**config.mk**
```make
export PLATFORM = sky130hd
export DESIGN_NAME = fetch_stage
export DESIGN_NICKNAME = d
export VERILOG_FILES = /design/src/rtl/fetch_stage.sv
export SDC_FILE = /design/constraint.sdc
export NUM_CORES = 1
export LEC_CHECK = 0
export CAP_MARGIN = 10
export CORE_MARGIN = 2
export CORE_UTILIZATION = 51
export DETAILED_ROUTE_END_ITERATION = 6
export PLACE_DENSITY = 0.78
export SLEW_MARGIN = 30
export SYNTH_ARGS = -nofsm -noshare
export SYNTH_HDL_FRONTEND = slang
export SYNTH_SLANG_ARGS = --single-unit
```
**constraint.sdc**
```tcl
create_clock -name clk -period 10.12 [get_ports clk]
set_input_delay 2.53 -clock clk [delete_from_list [all_inputs] [get_ports clk]]
set_output_delay 2.53 -clock clk [all_outputs]
set_load 0.05 [all_outputs]
```
**src/rtl/fetch_stage.sv**
```systemverilog
// RV32I instruction fetch stage: owns the PC, issues credit-limited word requests
// to instruction memory and buffers returned words for decode in a small FIFO.
module fetch_stage #(
  parameter logic [31:0] RESET_PC = 32'h0000_0000,
  parameter int          DEPTH    = 2
) (
  input  logic        clk,
  input  logic        rst,
  output logic        imem_req_valid,
  input  logic        imem_req_ready,
  output logic [31:0] imem_req_addr,
  input  logic        imem_rsp_valid,
  input  logic [31:0] imem_rsp_data,
  input  logic        redirect_valid,
  input  logic [31:0] redirect_pc,
  output logic        id_valid,
  input  logic        id_ready,
  output logic [31:0] id_inst,
  output logic [31:0] id_pc,
  output logic [1:0]  dbg_state
);

  // Handshakes: a transfer happens on a rising edge where valid && ready; valid
  // never depends combinationally on ready, and the offered payload holds until taken.

  localparam int CW = $clog2(DEPTH + 1);
  localparam int PW = (DEPTH > 1) ? $clog2(DEPTH) : 1;
  localparam logic [31:0] NOP = 32'h0000_0013;

  typedef enum logic [1:0] {
    BOOT  = 2'd0,
    FETCH = 2'd1,
    FLUSH = 2'd2
  } state_t;

  state_t          state_q, state_d;
  logic [31:0]     pc_q;
  logic [CW-1:0]   outst_q, outst_d;
  logic [CW-1:0]   fifo_count_q;
  logic [PW-1:0]   fifo_head_q, fifo_tail_q;
  logic [PW-1:0]   pcq_head_q, pcq_tail_q;
  logic [31:0]     fifo_inst[DEPTH];
  logic [31:0]     fifo_pc[DEPTH];
  logic [31:0]     pcq[DEPTH];

  logic [CW:0]     credit_used;
  logic            acc;
  logic            rsp;
  logic            push;
  logic            pop;
  logic            unused_bits;

  function automatic logic [PW-1:0] ptr_inc(input logic [PW-1:0] p);
    return (p == PW'(DEPTH - 1)) ? '0 : p + 1'b1;
  endfunction

  assign unused_bits = ^redirect_pc[1:0];

  assign credit_used    = {1'b0, outst_q} + {1'b0, fifo_count_q};
  assign imem_req_valid = (state_q == FETCH) && (credit_used < (CW + 1)'(DEPTH));
  assign imem_req_addr  = pc_q;
  assign acc            = imem_req_valid && imem_req_ready;
  // Responses in BOOT belong to requests issued before reset.
  assign rsp            = imem_rsp_valid && (state_q != BOOT);
  assign push           = rsp && (state_q == FETCH) && !redirect_valid;
  assign id_valid       = (fifo_count_q != '0);
  assign pop            = id_valid && id_ready && !redirect_valid;
  assign outst_d        = outst_q + CW'(acc) - CW'(rsp);

  assign id_inst   = id_valid ? fifo_inst[fifo_head_q] : NOP;
  assign id_pc     = id_valid ? fifo_pc[fifo_head_q] : 32'h0;
  assign dbg_state = state_q;

  always_comb begin
    state_d = state_q;
    case (state_q)
      BOOT:    state_d = FETCH;
      FETCH:   if (redirect_valid && (outst_d != '0)) state_d = FLUSH;
      FLUSH:   if (outst_d == '0) state_d = FETCH;
      default: state_d = BOOT;
    endcase
  end

  always_ff @(posedge clk) begin
    if (rst) begin
      state_q      <= BOOT;
      pc_q         <= RESET_PC;
      outst_q      <= '0;
      fifo_count_q <= '0;
      fifo_head_q  <= '0;
      fifo_tail_q  <= '0;
      pcq_head_q   <= '0;
      pcq_tail_q   <= '0;
    end else begin
      state_q <= state_d;
      outst_q <= outst_d;
      if (redirect_valid) pc_q <= {redirect_pc[31:2], 2'b00};
      else if (acc)       pc_q <= pc_q + 32'd4;
      // The PC queue tracks every in-flight request, stale ones included.
      if (acc) pcq_tail_q <= ptr_inc(pcq_tail_q);
      if (rsp) pcq_head_q <= ptr_inc(pcq_head_q);
      if (redirect_valid) begin
        fifo_count_q <= '0;
        fifo_head_q  <= '0;
        fifo_tail_q  <= '0;
      end else begin
        if (push) fifo_tail_q <= ptr_inc(fifo_tail_q);
        if (pop)  fifo_head_q <= ptr_inc(fifo_head_q);
        fifo_count_q <= fifo_count_q + CW'(push) - CW'(pop);
      end
    end
  end

  always_ff @(posedge clk) begin
    if (acc) pcq[pcq_tail_q] <= pc_q;
    if (push) begin
      fifo_inst[fifo_tail_q] <= imem_rsp_data;
      fifo_pc[fifo_tail_q]   <= pcq[pcq_head_q];
    end
  end

  // A response with nothing outstanding means the memory broke the protocol.
  always @(posedge clk) begin
    if (!rst && rsp) assert (outst_q != '0);
  end

endmodule

```
* Yosys cells after proc, flatten, opt, wreduce, memory -nomap -nowiden
Memories as Yosys holds them, arrays and structs flattened. A register that Yosys moved wholly into a read port is not among the register bits.
Cells that the tools add are included.
** Cells by class
- $mul :: 0
- Order comparisons :: 1
- Shift-type cells :: 0
- Muxes and demuxes :: 21
- Reduce and logical (&&, ||, !) cells :: 17
- Eq/ne operators :: 4
- Divide/modulo/power cells :: 0
- Add/subtract/negate cells :: 10
- Bitwise gates (word level) :: 0
** Operator list (count)
- $mux 32 :: 4
- $add 32x3->32 const B :: 1
- $mux 1 :: 14
- $logic_and 1x1->1 :: 8
- $reduce_bool 2->1 :: 4
- $pmux 2 s3 :: 1
- $add 1x1->1 const B :: 4
- $add 2x1->2 :: 2
- $logic_not 2->1 :: 2
- $mux 2 :: 2
- $sub 2x1->2 :: 2
- $add 2x2->3 :: 1
- $lt 3x2->1 const B :: 1
- $eq 2x1->1 const B :: 1
- $eq 2x2->1 const B :: 1
- $ne 2x1->1 const B :: 1
- $ne 2x2->1 const B :: 1
- $reduce_and 2->1 :: 1
- $reduce_or 2->1 :: 1
- $logic_not 1->1 :: 1
** Word-level totals
- RAM bits :: 192
- Flip-flop bits (word level) :: 42
- Word-level logic and storage cells :: 65
- Memory bits (read-only) :: 0
- Memories kept :: 3
- Bits in latches :: 0
** Memory list
- fifo_inst :: words 2, width 32, rd ports 1, clocked after memory_dff 1, wr ports 1, RTL line 42 : logic [31:0] fifo_inst[DEPTH];
- fifo_pc :: words 2, width 32, rd ports 1, clocked after memory_dff 1, wr ports 1, RTL line 43 : logic [31:0] fifo_pc[DEPTH];
- pcq :: words 2, width 32, rd ports 1, clocked after memory_dff 1, wr ports 1, RTL line 44 : logic [31:0] pcq[DEPTH];

* Longest topological paths before layout
- Word-level depth :: 10
- Depth in mapped cells :: 14
- Gate-level depth less buffers :: 13

* Least setup slack after synthesis
Ideal clock, no wire load.
- Kind :: input to register
- Start point :: in redirect_valid
- End point :: mem fifo_inst[0][0], enable pin
- Data required time :: 9.638 ns
- Path buffers :: 1
- Setup slack :: 3.806 ns
- Setup time :: 0.482 ns
- Arrival :: 5.832 ns
- Stages :: 4
- Path through :: clkbuf_1 > nor4bb_1 > inv_1 > nor2_1
** On the way
- Word-level cells in the longest chain between the ends :: 4
** RTL lines
- from (decl) :: RTL line 14 : input logic redirect_valid,
- $logic_not 1->1 :: RTL line 65 : assign push = rsp && (state_q == FETCH) && !redirect_valid;
- $logic_and 1x1->1 :: RTL line 65
- $mux 1 :: RTL line 116 : if (push) begin
- $mux 1 (not written as such) :: RTL line 117 : fifo_inst[fifo_tail_q] <= imem_rsp_data;
- to (decl) :: RTL line 42
Every way passes these cells.

* Worst setup path in the final report
- Start point :: reg fifo_count_q[0]
- End point :: out imem_req_valid
** On the way
- Word-level cells in the longest chain between the ends :: 3
** RTL lines
- from (decl) :: RTL line 39 : logic [CW-1:0] fifo_count_q;
- from (signal assigned) :: RTL line 109 : fifo_count_q <= fifo_count_q + CW'(push) - CW'(pop);
- $add 2x2->3 :: RTL line 59 : assign credit_used = {1'b0, outst_q} + {1'b0, fifo_count_q};
- $lt 3x2->1 :: RTL line 60 : assign imem_req_valid = (state_q == FETCH) && (credit_used < (CW + 1)'(DEPTH));
- $logic_and 1x1->1 :: RTL line 60
- to (decl) :: RTL line 9 : output logic imem_req_valid,
Every way passes these cells.

==> metrics.yaml <==
p_clk_frac: 0.376
powerDensity_nw_per_um2: 204.1
post-route-period-util: 0.5415
wl_per_cell_um: 17.94
drive_above_1_share: 0.1176
maxSlewViolCount: 0
status: "finished, final reports clean"
path_class: "reg -> out"
use_met2: 0.3392
use_met3: 0.04191
period_needed_ns: 5.480
cts_resized: 0
h-tree-depth: 1
rows: 49
leakage_nw: 3.870
critPathMaxFanout: 7
skew_ns: 0.01087
synthTopCellsByArea: "edfxtp_1 60%, dfxtp_1 9.2%, mux2i_1 6.8%, mux2_2 3.8%, nor2_1 3.6%"
seq_area_frac_synth: 0.6946
diodes: 0
start_util: 0.5155
min_path_type: "reg -> reg"
setup_viol: 0
final_cell_mix: "184 x edfxtp_1, 163 x clkdlybuf4s50_1, 84 x nor2_1"
layout.nets: 867
drv_cap: 0
clk_latency_ns: 0.51
synthCells: 630
final_common_cell: "edfxtp_1"
dieArea_um2: 19060
port_buffers: 163
fp.dieH_um: 138.1
coreArea_um2: 17780
layout-area-overhead-vs-synth_pct: 29.35
antenna_found_initial: 0
routed_via_density: 5.378
relSlewSlack: 0.3917
pin_count: 170
seqPwrFrac: 0.476
swShare: 0.2449
ir_drop_uv: 105.6
post_cts_buffers: 0
startpoint_type: "register"
ant_nets: 0
yosysWarnings: 0
rsz0062_at_grt: "false"
cts_tree: "done"
ys_types: 49
drtIter0Drc: 303
globalRouteMet1Util: 0.2413
fin_tns_setup_ns: 0
grt_util_all_layers: 0.1947
power_mw: 2.420
switching_power_mw: 0.5925
gp_congestion: 0.8583
cts_sinks: 226
internal_power_mw: 1.827
worstPathArrival_ns: 2.95
synth_top_area_cell: "edfxtp_1"
drc: 0
syn-cell-area_um2: 9165
comb_power_share: 0.148
synth-seq-cells: 226
cts_made_buffers: 23
dp_hpwl_mm: 12.28
synth-async-reset-ratio: 0
worst_pin_slew_ns: 0.9098
clk_pin_slew_worst_paths_ns: 0.06
hold_viol: 0
netlist.area_leader.share: 0.6029
grt_max_degree: 44
synth-edff-count: 184
wirelength_mm: 18.60
fmax_mhz: 182.5
clockBufferDepth: 3
ys.flop_type: "edfxtp_1"
grt_pass1_vias: 5786
via_count: 5577
critPathRequiredTime_ns: 7.59
cts_hold_buf: 0
grt_pass1_wl_mm: 29.89
busiest_layer: "met2"
syn_avg_cell_area_um2: 14.55
dr.pass1.iters: 5
die_w_um: 138.1
root_buffer: "clkbuf_16"
end_kind: "output pin"
overflow: 0
==> critical path: stages, from the launching register on <==
cell             delay (ns)
dfxtp_1                0.40
and2_1                 0.18
fa_1                   0.47
nor4b_4                0.50
clkdlybuf4s50_1        0.90
==> final timing paths <==
path               endpoint         startpoint  slack [ns]  cells past startpoint
max          imem_req_valid    fifo_count_q[0]        4.64                      4
min              pcq[0][21]  imem_req_addr[21]        0.54                      0
max reg2reg    dbg_state[0]    fifo_count_q[0]        6.15                     13
min reg2reg      pcq[0][21]  imem_req_addr[21]        0.54                      0
==> Yosys cell counts, types with 6 or more instances <==
cell / instances
a211oi_1: 15
a21oi_1: 7
and2_1: 8
buf_1: 6
clkbuf_1: 25
dfxtp_1: 42
edfxtp_1: 184
inv_1: 13
mux2_2: 31
mux2i_1: 62
nand2_1: 22
nand3_1: 9
nand4_1: 6
nor2_1: 87
nor3_1: 12
xnor2_1: 28
==> metrics by stage <==
stage	setup WS (ns)	hold WS (ns)	area, um2	instances	utilization
global route	4.469	0.5533	11860	1037	0.6668
detailed placement	4.299	0.5032	11020	995	0.6196
CTS	4.589	0.5417	11860	1037	0.6668
global placement	4.372	0.4998	10990	994	0.6181
finish	4.640	0.5405	11860	1037	0.6668
floorplan	3.806	0.4809	9176	633	-
==> power groups by stage <==
stage / Sequential (mW) / Clock, mW / Combinational [mW]
final: 1.15 / 0.910 / 0.359
after global routing: 1.16 / 0.962 / 0.384
after CTS: 1.15 / 0.927 / 0.360
after detailed placement: 1.17 / 0 / 0.355
after global placement: 1.17 / 0 / 0.344
after floorplan: 1.19 / 0 / 0.205
==> metal layers <==
metal  vias up  part of all wire
met5         -                 0
met4         0             0.026
met3        33             0.071
met2       222              0.50
met1      2684              0.40
li1       2638                 -
==> cell families after synthesis <==
logic type                 count (synthesis)  share of synthesized area
AOI/OAI and AO/OA                         43                    0.03181
xor gates and xnor gates                  33                    0.03154
adders and majority gates                  6                   0.009010
buffers and inverters                     53                    0.02621
DFF                                      226                     0.6946
muxes                                     93                     0.1058
other                                      1                  0.0004092
and+or+nand+nor                          175                     0.1006
==> sequential cells by signal (all words and copies together) (netlist names), named ones only <==
register       flops
fifo_inst         64
fifo_pc           60
fifo_count_q       2
outst_q            2
dbg_state          2
imem_req_addr     30
pcq               60
fifo_head_q        1
pcq_tail_q         1
pcq_head_q         1
fifo_tail_q        1
==> area by class of cell <==
class                      count  area (um2)
timing repair buffer         172        1719
fill                        1250        5924
multi-input combinational    354        2589
clock buffer                  32       649.4
inverter                      14       52.55
tap                          229       286.5
sequential                   226        6370
clock inverter                10       188.9
No activity file was read; power rests on OpenSTA's default activity.
